`src/rtl/seg7_char_pacer_pkg.sv`:
```
// rtl/seg7_char_pacer_pkg.sv - shared types and constants for the seven-segment character pacer
package seg7_char_pacer_pkg;

  typedef enum logic [1:0] {
    ST_IDLE = 2'd0,
    ST_SHOW = 2'd1,
    ST_GAP  = 2'd2
  } state_t;

  // Bit positions inside a glyph byte, logical polarity (1 = segment lit)
  localparam int SEG_A  = 0;
  localparam int SEG_B  = 1;
  localparam int SEG_C  = 2;
  localparam int SEG_D  = 3;
  localparam int SEG_E  = 4;
  localparam int SEG_F  = 5;
  localparam int SEG_G  = 6;
  localparam int SEG_DP = 7;

  localparam logic [7:0] GLYPH_BLANK = 8'h00;
  localparam logic [7:0] GLYPH_DASH  = 8'h40;

endpackage

```
`src/rtl/seg7_char_pacer_if.sv`:
```
// rtl/seg7_char_pacer_if.sv - valid/ready character handshake between generator and pacer
interface seg7_char_pacer_if;

  logic [7:0] in_char;
  logic       in_valid;
  logic       in_ready;

  modport master (
    output in_char,
    output in_valid,
    input  in_ready
  );

  modport slave (
    input  in_char,
    input  in_valid,
    output in_ready
  );

endinterface

```
`src/rtl/seg7_char_pacer_ascii_to_seg7.sv`:
```
// rtl/seg7_char_pacer_ascii_to_seg7.sv - combinational ASCII to seven-segment glyph decoder
module ascii_to_seg7
  import seg7_char_pacer_pkg::*;
(
  input  logic [7:0] in_char,
  output logic [7:0] glyph
);

  logic [7:0] upper;

  // Fold lower case onto upper case, then look up the glyph; unknown bytes show a dash
  always_comb begin
    upper = in_char;
    if (in_char >= 8'h61 && in_char <= 8'h7A) begin
      upper = in_char - 8'h20;
    end
    glyph = GLYPH_DASH;
    case (upper)
      8'h20: glyph = GLYPH_BLANK;
      8'h2D: glyph = GLYPH_DASH;
      8'h2E: begin
        glyph         = GLYPH_BLANK;
        glyph[SEG_DP] = 1'b1;
      end
      8'h30: glyph = 8'h3F;
      8'h31: glyph = 8'h06;
      8'h32: glyph = 8'h5B;
      8'h33: glyph = 8'h4F;
      8'h34: glyph = 8'h66;
      8'h35: glyph = 8'h6D;
      8'h36: glyph = 8'h7D;
      8'h37: glyph = 8'h07;
      8'h38: glyph = 8'h7F;
      8'h39: glyph = 8'h6F;
      8'h41: glyph = 8'h77;  // A
      8'h42: glyph = 8'h7C;  // b
      8'h43: glyph = 8'h39;  // C
      8'h44: glyph = 8'h5E;  // d
      8'h45: glyph = 8'h79;  // E
      8'h46: glyph = 8'h71;  // F
      8'h47: glyph = 8'h3D;  // G
      8'h48: glyph = 8'h76;  // H
      8'h49: glyph = 8'h30;  // I
      8'h4A: glyph = 8'h1E;  // J
      8'h4B: glyph = 8'h75;  // K
      8'h4C: glyph = 8'h38;  // L
      8'h4D: glyph = 8'h37;  // M
      8'h4E: glyph = 8'h54;  // n
      8'h4F: glyph = 8'h3F;  // O
      8'h50: glyph = 8'h73;  // P
      8'h51: glyph = 8'h67;  // q
      8'h52: glyph = 8'h50;  // r
      8'h53: glyph = 8'h6D;  // S
      8'h54: glyph = 8'h78;  // t
      8'h55: glyph = 8'h3E;  // U
      8'h56: glyph = 8'h1C;  // v
      8'h57: glyph = 8'h2A;  // W
      8'h58: glyph = 8'h76;  // X
      8'h59: glyph = 8'h6E;  // y
      8'h5A: glyph = 8'h5B;  // Z
      default: glyph = GLYPH_DASH;
    endcase
  end

endmodule

```
`src/rtl/seg7_char_pacer.sv`:
```
// rtl/seg7_char_pacer.sv - paces ASCII characters onto a seven-segment display with dwell and gap
module seg7_char_pacer
  import seg7_char_pacer_pkg::*;
#(
  parameter int unsigned DWELL_CYCLES   = 12_000_000,
  parameter int unsigned GAP_CYCLES     = 1_200_000,
  parameter bit          SEG_ACTIVE_LOW = 1'b0
) (
  input  logic              clk,
  input  logic              rst_n,
  input  logic              ena,
  input  logic              flush,
  seg7_char_pacer_if.slave  up,
  output logic [7:0]        seg_out,
  output logic              busy
);

  localparam int unsigned CNT_MAX = (DWELL_CYCLES > GAP_CYCLES) ? DWELL_CYCLES : GAP_CYCLES;
  localparam int          CW      = $clog2(CNT_MAX + 1);

  // Counters are loaded with length-1 so the terminal cycle is the one where cnt reads 0
  localparam logic [CW-1:0] DWELL_LOAD = CW'(DWELL_CYCLES - 1);
  localparam logic [CW-1:0] GAP_LOAD   = (GAP_CYCLES > 0) ? CW'(GAP_CYCLES - 1) : '0;
  localparam logic [CW-1:0] CNT_ONE    = CW'(1);

  state_t        state;
  state_t        state_next;
  logic [CW-1:0] cnt;
  logic [CW-1:0] cnt_next;
  logic [7:0]    seg_reg;
  logic [7:0]    seg_next;
  logic          busy_next;
  logic          ready;
  logic          accept;
  logic [7:0]    glyph;

  ascii_to_seg7 u_dec (
    .in_char (up.in_char),
    .glyph   (glyph)
  );

  assign ready       = (state == ST_IDLE) & ena & ~flush;
  assign accept      = up.in_valid & ready;
  assign up.in_ready = ready;

  // Next-state, counter and glyph selection; flush overrides everything, ena low freezes
  always_comb begin
    state_next = state;
    cnt_next   = cnt;
    seg_next   = seg_reg;
    if (flush) begin
      state_next = ST_IDLE;
      cnt_next   = '0;
      seg_next   = GLYPH_BLANK;
    end else if (ena) begin
      unique case (state)
        ST_IDLE: begin
          if (accept) begin
            state_next = ST_SHOW;
            cnt_next   = DWELL_LOAD;
            seg_next   = glyph;
          end
        end
        ST_SHOW: begin
          if (cnt == '0) begin
            if (GAP_CYCLES > 0) begin
              state_next = ST_GAP;
              cnt_next   = GAP_LOAD;
              seg_next   = GLYPH_BLANK;
            end else begin
              // No gap: glyph stays on the display while idle
              state_next = ST_IDLE;
            end
          end else begin
            cnt_next = cnt - CNT_ONE;
          end
        end
        ST_GAP: begin
          if (cnt == '0) begin
            state_next = ST_IDLE;
          end else begin
            cnt_next = cnt - CNT_ONE;
          end
        end
        default: begin
          state_next = ST_IDLE;
          cnt_next   = '0;
        end
      endcase
    end
    busy_next = (state_next != ST_IDLE);
  end

  // State, counter and output registers with asynchronous reset to a blank idle display
  always_ff @(posedge clk or negedge rst_n) begin
    if (!rst_n) begin
      state   <= ST_IDLE;
      cnt     <= '0;
      seg_reg <= GLYPH_BLANK;
      busy    <= 1'b0;
    end else begin
      state   <= state_next;
      cnt     <= cnt_next;
      seg_reg <= seg_next;
      busy    <= busy_next;
    end
  end

  assign seg_out = SEG_ACTIVE_LOW ? ~seg_reg : seg_reg;

endmodule
```
`src/flat_wrapper.sv`:
```
// flat-port wrapper written by rule: the top's interface ports become plain ports
module seg7_char_pacer_flat import seg7_char_pacer_pkg::*;
#(
  parameter int unsigned DWELL_CYCLES   = 12_000_000,
  parameter int unsigned GAP_CYCLES     = 1_200_000,
  parameter bit          SEG_ACTIVE_LOW = 1'b0
)
  (clk, rst_n, ena, flush, seg_out, busy, up_in_char, up_in_valid, up_in_ready);
  seg7_char_pacer_if up_i ();
  input  logic clk;
  input  logic rst_n;
  input  logic ena;
  input  logic flush;
  output logic [7:0] seg_out;
  output logic busy;
  input wire logic [$bits(up_i.in_char)-1:0] up_in_char;
  input wire logic [$bits(up_i.in_valid)-1:0] up_in_valid;
  output wire logic [$bits(up_i.in_ready)-1:0] up_in_ready;
  assign up_i.in_char = up_in_char;
  assign up_i.in_valid = up_in_valid;
  assign up_in_ready = up_i.in_ready;
  seg7_char_pacer #(.DWELL_CYCLES(DWELL_CYCLES), .GAP_CYCLES(GAP_CYCLES), .SEG_ACTIVE_LOW(SEG_ACTIVE_LOW)) u_core (.clk(clk), .rst_n(rst_n), .ena(ena), .flush(flush), .up(up_i), .seg_out(seg_out), .busy(busy));
endmodule
```
`config.mk`:
```
export PLATFORM = sky130hd
export DESIGN_NAME = seg7_char_pacer_flat
export DESIGN_NICKNAME = d
export VERILOG_FILES = /design/src/rtl/seg7_char_pacer_pkg.sv /design/src/rtl/seg7_char_pacer_if.sv /design/src/rtl/seg7_char_pacer_ascii_to_seg7.sv /design/src/rtl/seg7_char_pacer.sv /design/src/flat_wrapper.sv
export SDC_FILE = /design/constraint.sdc
export NUM_CORES = 1
export LEC_CHECK = 0
export CORE_MARGIN = 2
export CORE_UTILIZATION = 30
export DETAILED_ROUTE_END_ITERATION = 10
export PLACE_DENSITY = 0.56
export RECOVER_POWER = 100
export SYNTH_ARGS = -nofsm -noshare
export SYNTH_HDL_FRONTEND = slang
export SYNTH_SLANG_ARGS = --single-unit
```
`constraint.sdc`:
```
create_clock -name clk -period 4.1 [get_ports clk]
set_clock_uncertainty 0.2 [all_clocks]
set_input_delay 0.41 -clock clk [delete_from_list [all_inputs] [get_ports clk]]
set_output_delay 0.41 -clock clk [all_outputs]
set_load 0.01 [all_outputs]
```
## Word level (Yosys, flattened, before mapping)

Memories as Yosys holds them, arrays and structs flattened.
Cells that the tools add are included.

- Bits in read-only memories: 1024
- Word-level logic and storage cells: 45
- Bits in registers: 35
- Input port bits: 13
- Output and inout bits: 10
- Memories: 1

- $add $sub $neg: 2
- Mux-type cells: 19
- Bitwise gates (word level): 4
- Reduce and logical (&&, ||, !) cells: 8
- Order comparisons: 2
- Equal/unequal tests: 5

Memory list:

| name | words | width | read ports | clocked after memory_dff | wr ports | line | source |
|---|---|---|---|---|---|---|---|
| (name not given) | 128 | 8 | 1 | 0 | 0 | seg7_char_pacer_ascii_to_seg7.sv:18 | `case (upper)` |

Operator list:

| cell | number |
|---|---|
| 24-bit two-way mux | 5 |
| 24-bit one-hot mux with 3 select lines | 1 |
| 8-bit two-way mux | 6 |
| 24-bit logical NOT | 1 |
| 24-bit by 1-bit subtractor with 24-bit output (second input constant) | 1 |
| 8-bit one-hot mux with 2 select lines | 1 |
| 2-bit two-way mux | 5 |
| 8-bit by 7-bit greater-or-equal comparator with 1-bit output (second input constant) | 1 |
| 8-bit by 7-bit less-or-equal comparator with 1-bit output (second input constant) | 1 |
| 8-bit by 6-bit subtractor with 8-bit output (second input constant) | 1 |
| 3-bit by 2-bit != test with 1-bit output (second input constant) | 2 |
| 2-bit one-hot mux with 3 select lines | 1 |
| 4-bit AND reduction | 1 |
| 2-bit nonzero test | 2 |
| 1-bit bitwise AND | 3 |
| 3-bit != test (second input constant) | 1 |
| 3-bit AND reduction | 1 |
| 3-bit nonzero test | 1 |
| 2-bit by 1-bit == test with 1-bit output (second input constant) | 1 |
| 2-bit == test (second input constant) | 1 |
| 2-bit logical NOT | 1 |
| 1-bit logical AND | 1 |
| 1-bit NOT | 1 |

## Longest topological paths before layout

Gate-level depths: netlist of the first run.

- Word-level depth: 9
- Mapped depth: 9
- Depth with buffers taken out: 8

## Modules after synthesis

Synthesis of the first run repeated with hierarchy kept, for this count alone.

- Cells, all modules: 357
- Area, all modules: 2900.3 um^2

Modules (own cells, without submodules):

| module | area an instance (um^2) | sequential area each (um^2) | times used | cells each |
|---|---|---|---|---|
| seg7_char_pacer | 2162.1 | 875.8 | 1 | 248 |
| ascii_to_seg7 | 738.2 | 0.0 | 1 | 109 |

## Worst setup path before layout of the first run

No wires, ideal clock.

- Kind: reg-to-reg
- Start point: reg u_core.cnt[8]
- End point: reg u_core.cnt[14]
- Arrival: 2.124 ns
- Period minus slack after synthesis: 2.442 ns
- Required time: 3.781 ns
- Library setup time: 0.119 ns
- Stages on the path, launching flop included: 8
- Setup slack: 1.658 ns
- Path buffers: 1
- Path through: dfrtp_1 nor4_4 nand3_2 or4_4 buf_6 a21oi_2 o21ai_0 a21bo_1

- Longest elaborated chain between the ends: 5
- Elaborated cells between the ends (all ways): 9
- Those cells by class: 1 x add/sub; 1 x eq/ne; 5 x mux; 2 x reduce/logical

Ends and longest elaborated chain:

| element | line | source |
|---|---|---|
| start: declaration | seg7_char_pacer.sv:28 | `logic [CW-1:0] cnt;` |
| start signal: assignment | seg7_char_pacer.sv:103 | `cnt <= cnt_next;` |
| 24-bit by 1-bit subtractor with 24-bit output / 24-bit logical NOT (equally long branches) | n/a |  |
| 24-bit two-way mux, on equally long branches | seg7_char_pacer.sv:79, seg7_char_pacer.sv:65 |  |
| 24-bit one-hot mux with 3 select lines | seg7_char_pacer.sv:56 | `unique case (state)` |
| 24-bit two-way mux | seg7_char_pacer.sv:55 | `end else if (ena) begin` |
| 24-bit two-way mux | seg7_char_pacer.sv:51 | `if (flush) begin` |

Parallel ways exist; a longest one is shown, timed or not. The select of a mux whose other input is x is not followed.
A chain may end at the register's enable or synchronous reset.

## Worst setup path in the final report of the first run

- Start point: reg u_core.cnt[20]
- End point: reg u_core.cnt[17]

- Longest elaborated chain between the ends: 5
- Elaborated cells between the ends (all ways): 7
- Those cells by class: 1 x eq/ne; 4 x mux; 2 x reduce/logical

Ends and longest elaborated chain:

| element | line | source |
|---|---|---|
| 24-bit logical NOT * | seg7_char_pacer.sv:65, seg7_char_pacer.sv:79 |  |
| 24-bit two-way mux | seg7_char_pacer.sv:65 | `if (cnt == '0) begin` |
| 24-bit one-hot mux with 3 select lines | seg7_char_pacer.sv:56 |  |
| 24-bit two-way mux | seg7_char_pacer.sv:55 |  |
| 24-bit two-way mux | seg7_char_pacer.sv:51 |  |

Every way passes the cells marked *; elsewhere a longest branch is shown, timed or not. The select of a mux whose other input is x is not followed.

==> reports/qor.csv, run 1 <==
stage;metric;value;unit
run_status;status;complete, but fails checks;
run_status;violations;max-capacitance violations, max-slew violations;
setup_path;reg2reg_depth;6;
grt;grt_pass1_wl;13300;um
run;max_cap_violations;1;
yosys;syn_area;2780;sq um
setup_path;max_stage_delay;790;ps
layout;syn2layout_area_growth;14.7;%
clock_network;cts_tree;built;
yosys;post-synth-top-area-fraction;31.5;%
yosys;synthesis.instances;352;
setup_path;timing.rr.start;u_core.cnt[20]$_DFFE_PN0P_;
sta;slew_headroom;-32.6;%
sta;max_freq;323;MHz
layout;nets;388;
drt;dr_total_vias;2749;
clock_network;path_clk_slew;80;ps
yosys;yosysMostFrequentCell;dfrtp_1;
setup_path;r2r-end;u_core.cnt[17]$_DFFE_PN0P_;
drt;viasPerCell;5.75;
setup_path;crit_path_end;u_core.cnt[17]$_DFFE_PN0P_;
drt;first_iter_violations;184;
clock_network;cts_root_buf;clkbuf_8;
yosys;yosys.cell_types.count;62;
setup_path;worst_ep_arrival_time;3080;ps
power;total_power;0.00109;W
yosys;ys_seq_area_share;31.5;%
grt;grt_use_total;16.3;%
power;combinationalPowerShare;29.3;%
clock_network;cts_made_buffers;5;
yosys;synth_warnings;0;
power;peakVddDrop;0.198;mV
sta;worst_pin_slew;1990;ps
grt;grt_overflow;0;
layout;diodes;0;
clock_network;cts_max_level;2;
setup_path;critPathKind;register to register;
layout;instances_no_fill;478;
clock_network;clockBufferDepth;2;
sta;finalHoldViolCount;0;
drt;drt-pass1-iter-count;5;
grt;grt_max_degree;36;
setup_path;cpMaxStageDelayCell;or4_1;
layout;stdcell_area;3190;sq um
yosys;synth-edff-count;0;
sta;setup_violations;0;
floorplan;die_y;100;um
power;power.density;342;nW/um^2
drt;final_antenna_net_count;0;
floorplan;die_w;100;um
setup_path;crit_start;u_core.cnt[20]$_DFFE_PN0P_;
clock_network;holdBufCountCts;0;
floorplan;initial_core_util;30.6;%
setup_path;critPathCaptureType;register;
setup_path;cp.required;4080;ps
hold_path;hold_class;register to register;
yosys;yosysTopAreaCell;dfrtp_1;
power;swShare;35.3;%
clock_network;clk_latency;300;ps
setup_path;path_cells;nor4_1, nand2_1, or4_1, a21boi_2, o21ai_0, a22o_1;
power;p_sw;0.000385;W
grt;grt_pass1_vias;2619;
placed_design;numPortBuffers;22;
drt;detail_route.wl_per_cell;16.3;um
layout;fin_util;35.0;%
floorplan;die_area;10100;sq um
setup_path;r2r_slack;1000;ps
placed_design;gp_congestion;0.866;
drt;routed_wl;7810;um
yosys;ys.flop_type;dfrtp_1;
setup_path;cp_max_fo;13;
sta;final.period_utilization;75.5;%
yosys;syn_area_per_cell;7.91;sq um
clock_network;clock_sink_count;35;
placed_design;dp_cells;470;
clock_network;ctsResizeCount;0;
power;p_leak;1.35;nW
yosys;async_flop_share;100;%
yosys;yosys-top-cells-area;dfrtp_1 31%, o21ai_0 6.1%, a21oi_1 4.7%, nor2_1 4.2%, ha_1 4.0%;
power;p_int;0.000706;W
floorplan;rows;35;
power;seqPwrFrac;39.9;%
placed_design;placed_cell_area;3090;sq um
grt;antenna_found_initial;0;
placed_design;dpl.hpwl;5780;um
yosys;synth_commonest_cells;35 x dfrtp_1, 34 x o21ai_0, 31 x nor2_1, 29 x nand2_1, 26 x a21oi_1;
yosys;syn-num-nets;374;
setup_path;cp-start-kind;register;
layout;layout-drive-gt1-share;4.90;%
floorplan;top_level_ports;23;
sta;rsz0062_at_grt;false;
clock_network;post_cts_buffers;0;
floorplan;core_area;9110;sq um
drt;drc;0;
sta;setup_tns;0;ps
power;power_frac_clock;30.8;%
sta;period_minus_slack;3100;ps
yosys;ys_seq_elements;35;
sta;finalMaxSlewViolations;36;
## through the flow
step	hold slack, ps	setup slack, ps
final	295	1000
after global routing	327	829
after CTS	36.0	1210
after detailed placement	284	1040
after global placement	274	1140
after floorplan	-85.6	1660
## how the worst min path moves through the flow
stage / start / endpoint / slack (ps) / depth (start not counted)
3_3_place_gp: u_core.seg_out[7]$_DFFE_PN0P_ / u_core.seg_out[7]$_DFFE_PN0P_ / 270 / 2
4_1_cts: rst_n / u_core.cnt[4]$_DFFE_PN0P_ / 40 / 1
5_1_grt: u_core.cnt[22]$_DFFE_PN0P_ / u_core.cnt[22]$_DFFE_PN0P_ / 330 / 1
3_5_place_dp: u_core.cnt[22]$_DFFE_PN0P_ / u_core.cnt[22]$_DFFE_PN0P_ / 280 / 1
2_1_floorplan: rst_n / u_core.busy$_DFF_PN0_ / -90 / 0
6_report: u_core.seg_out[6]$_DFFE_PN0P_ / u_core.seg_out[6]$_DFFE_PN0P_ / 290 / 1
## flip-flops by register name, summed over array words and instances, names as in the netlist
register / flops
u_core.busy: 1
u_core.cnt: 24
u_core.seg_out: 8
u_core.state: 2
## layout make-up
class,instances,area (sq um)
inverter,19,71.3
tap,111,139
fill,967,5920
sequential,35,876
clock buffer,6,82.6
clock inverter,2,38.8
timing repair buffer,27,244
multi-input combinational,278,1740
## routing by layer
layer | track usage [%] | part of all wire (%) | vias to the layer above
li1 | - | - | 1353
met1 | 23.3 | 48 | 1315
met2 | 25.3 | 47 | 71
met3 | 2.51 | 3.9 | 10
met4 | 5.27 | 1.3 | 0
met5 | 0 | 0 | -
## critical path: cells and delay by family (launching register included)
kind             cells  cell delay [ps]
AND/OR/NAND/NOR      3             1560
AO/OA/AOI/OAI        3              790
flip-flops           1              430
## logic make-up after synthesis
logic type	Yosys count	share of synthesized area [%]
fa+ha+maj	10	4.40
mux	1	0.809
xor+xnor	1	0.315
simple gates	130	24.4
flops	35	31.5
buf+inv	39	5.57
compound gates	136	33.0
## power groups by stage
stage / Sequential, W / Clock, W / Combinational [W]
after floorplan: 0.000422 / 0 / 0.000241
after global placement: 0.000441 / 0 / 0.000322
after detailed placement: 0.000440 / 0 / 0.000322
after CTS: 0.000434 / 0.000350 / 0.000323
after global routing: 0.000442 / 0.000359 / 0.000359
final: 0.000436 / 0.000336 / 0.000320
## cells in the final DEF (no fill, tap or decap), drive strengths merged, types with 3 or more instances in the layout
cell | Yosys | routed
o211ai | 5 | 5
o22ai | 4 | 4
a31oi | 7 | 7
buf | 3 | 3
clkdlybuf4s50 | 0 | 11
nor2 | 31 | 31
a21o | 6 | 6
dfrtp | 35 | 35
ha | 9 | 9
or3 | 7 | 7
nand2b | 10 | 10
a22o | 11 | 11
nand3 | 11 | 11
nor4 | 8 | 8
nor3b | 3 | 3
o2bb2ai | 3 | 3
clkbuf | 17 | 9
o21ai | 36 | 36
nor3 | 11 | 11
nor2b | 4 | 4
o31ai | 7 | 7
a221o | 6 | 6
dlygate4sd3 | 0 | 10
a211oi | 4 | 4
inv | 17 | 18
nand2 | 29 | 29
a21oi | 27 | 27
nand4 | 3 | 3
or4 | 4 | 4
Power figures use the tool's default switching activity.
==> run 2: changes to the inputs <==
Clock period 4.1 ns to 3.2 ns, I/O delays scaled along.
==> reports/qor.csv, run 2 (synthesized netlist as in run 1, its figures left out) <==
stage;metric;value;unit;change
hold_path;hold_depth;1;;unchanged
hold_path;min_to;u_core.seg_out[6]$_DFFE_PN0P_;;
drt;final_antenna_net_count;0;;unchanged
grt;grt_overflow;0;;unchanged
drt;routed_wl;7930;um;+1.6%
sta;rsz0062_at_grt;false;;
layout;syn2layout_area_growth;18.0;%;
setup_path;r2r-end;u_core.cnt[17]$_DFFE_PN0P_;;
power;p_int;0.000861;W;+22%
drt;drc;0;;unchanged
placed_design;dpl.hpwl;5910;um;+2.4%
sta;period_minus_slack;2900;ps;-192 ps
layout;fin_util;36.1;%;+1.0 points
clock_network;clk_latency;300;ps;about the same
setup_path;timing.rr.start;u_core.cnt[11]$_DFFE_PN0P_;;
floorplan;top_level_ports;23;;unchanged
setup_path;r2r_slack;300;ps;-710 ps
layout;largest_reg_flops;24;;unchanged
sta;final.period_utilization;90.7;%;+15 points
layout;regMostFlops;u_core.cnt;;
run_status;violations;max-capacitance violations, max-slew violations;;
floorplan;core_area;9110;sq um;unchanged
grt;grt_use_total;16.1;%;-0.19 points
power;peakVddDrop;0.213;mV;+7.4%
grt;grt_pass1_vias;2676;;+2.2%
sta;max_freq;344;MHz;+6.6%
clock_network;path_clk_slew;80;ps;about the same
layout;instances_no_fill;491;;+2.7%
floorplan;die_area;10100;sq um;unchanged
grt;grt_max_degree;36;;unchanged
setup_path;cp-start-kind;register;;
power;p_leak;1.41;nW;+4.5%
setup_path;critPathCaptureType;register;;
layout;diodes;0;;unchanged
placed_design;dp_cells;482;;+2.6%
hold_path;holdCritStartpoint;u_core.seg_out[6]$_DFFE_PN0P_;;
drt;detail_route.wl_per_cell;16.2;um;-1.1%
clock_network;clock_sink_count;35;;unchanged
drt;drt-pass1-iter-count;5;;unchanged
power;total_power;0.00136;W;+24%
power;seqPwrFrac;40.9;%;+1.0 points
clock_network;cts_tree;built;;
sta;slew_headroom;-30.7;%;+1.8 points
placed_design;numPortBuffers;22;;unchanged
clock_network;cts_max_level;2;;unchanged
power;p_sw;0.000495;W;+29%
sta;finalHoldViolCount;0;;unchanged
run;max_cap_violations;1;;unchanged
run_status;status;complete, but fails checks;;
clock_network;cts_made_buffers;5;;unchanged
layout;layout-drive-gt1-share;8.68;%;+3.8 points
layout;mostFrequentLayoutCells;36 x o21ai_0, 35 x dfrtp_1, 31 x nor2_1;;
clock_network;cts_root_buf;clkbuf_8;;
floorplan;die_w;100;um;unchanged
setup_path;cp_max_fo;13;;unchanged
drt;viasPerCell;5.79;;+0.61%
setup_path;reg2reg_depth;6;;unchanged
clock_network;ctsResizeCount;0;;unchanged
sta;worst_pin_slew;1960;ps;-27.1 ps
power;combinationalPowerShare;32.0;%;+2.7 points
power;swShare;36.5;%;+1.2 points
setup_path;worst_ep_arrival_time;2890;ps;-190 ps
layout;layout_commonest_cell;o21ai_0;;
drt;first_iter_violations;141;;-23%
grt;antenna_found_initial;0;;unchanged
sta;finalMaxSlewViolations;36;;unchanged
power;power_frac_clock;27.2;%;-3.6 points
clock_network;clockBufferDepth;2;;unchanged
placed_design;gp_congestion;0.844;;-2.6%
setup_path;cp.required;3180;ps;-900 ps
layout;nets;401;;+3.4%
hold_path;hold_class;register to register;;
sta;hold-worst-slack;290;ps;-5.04 ps
floorplan;initial_core_util;30.6;%;unchanged
floorplan;die_y;100;um;unchanged
setup_path;critPathKind;register to register;;
power;power.density;413;nW/um^2;+21%
sta;setup_violations;0;;unchanged
floorplan;rows;35;;unchanged
drt;dr_total_vias;2841;;+3.3%
sta;setup_tns;0;ps;unchanged
grt;grt_pass1_wl;13200;um;-0.68%
run 2: layout make-up:
class | instances | area, sq um
Clock inverter | 1 | 7.51
Clock buffer | 7 | 96.3
Sequential cell | 35 | 876
Timing Repair Buffer | 40 | 352
Inverter | 19 | 71.3
Tap cell | 111 | 139
Fill cell | 961 | 5820
Multi-Input combinational cell | 278 | 1740
run 2: through the flow:
stage               setup slack [ps]  cell area, sq um
floorplan                        758              2780
global placement                 352              3180
detailed placement               245              3180
CTS                              330              3300
global route                     192              3290
finish                           297              3290
run 2: worst max-delay path by stage:
stage / startpoint / endpoint / slack (ps)
detailed placement: up_in_char[0] / u_core.seg_out[0]$_DFFE_PN0P_ / 240
global placement: up_in_char[1] / u_core.seg_out[2]$_DFFE_PN0P_ / 350
global route: up_in_char[0] / u_core.seg_out[0]$_DFFE_PN0P_ / 190
CTS: u_core.cnt[11]$_DFFE_PN0P_ / u_core.cnt[17]$_DFFE_PN0P_ / 330
finish: u_core.cnt[11]$_DFFE_PN0P_ / u_core.cnt[17]$_DFFE_PN0P_ / 300
floorplan: u_core.cnt[8]$_DFFE_PN0P_ / u_core.cnt[14]$_DFFE_PN0P_ / 760
run 2: critical path, cell delays in order, from the launching register on:
cell and delay, ps:
dfrtp_1 430, nor3_1 570, nand3_2 180, or4_4 690, a21boi_2 320, o21ai_0 150
a22o_1 260
run 2: timing repair:
item                                   CTS  global route
endpoints found under the hold margin   35             0
hold buffers                             1             0
buffers inserted                         0             0
run 2: metal layers:
layer	global-route usage, %	part of all wire [%]	up-vias
li1	-	-	1384
met1	21.9	47	1362
met2	26.7	48	85
met3	2.58	4.4	10
met4	4.32	1.2	0
met5	0	0	-
run 2: power groups by stage:
stage	combinational (W)	sequential (W)	clock (W)
final	0.000434	0.000554	0.000369
after global routing	0.000481	0.000563	0.000397
after CTS	0.000436	0.000553	0.000380
after detailed placement	0.000434	0.000560	0
after global placement	0.000432	0.000561	0
after floorplan	0.000309	0.000540	0
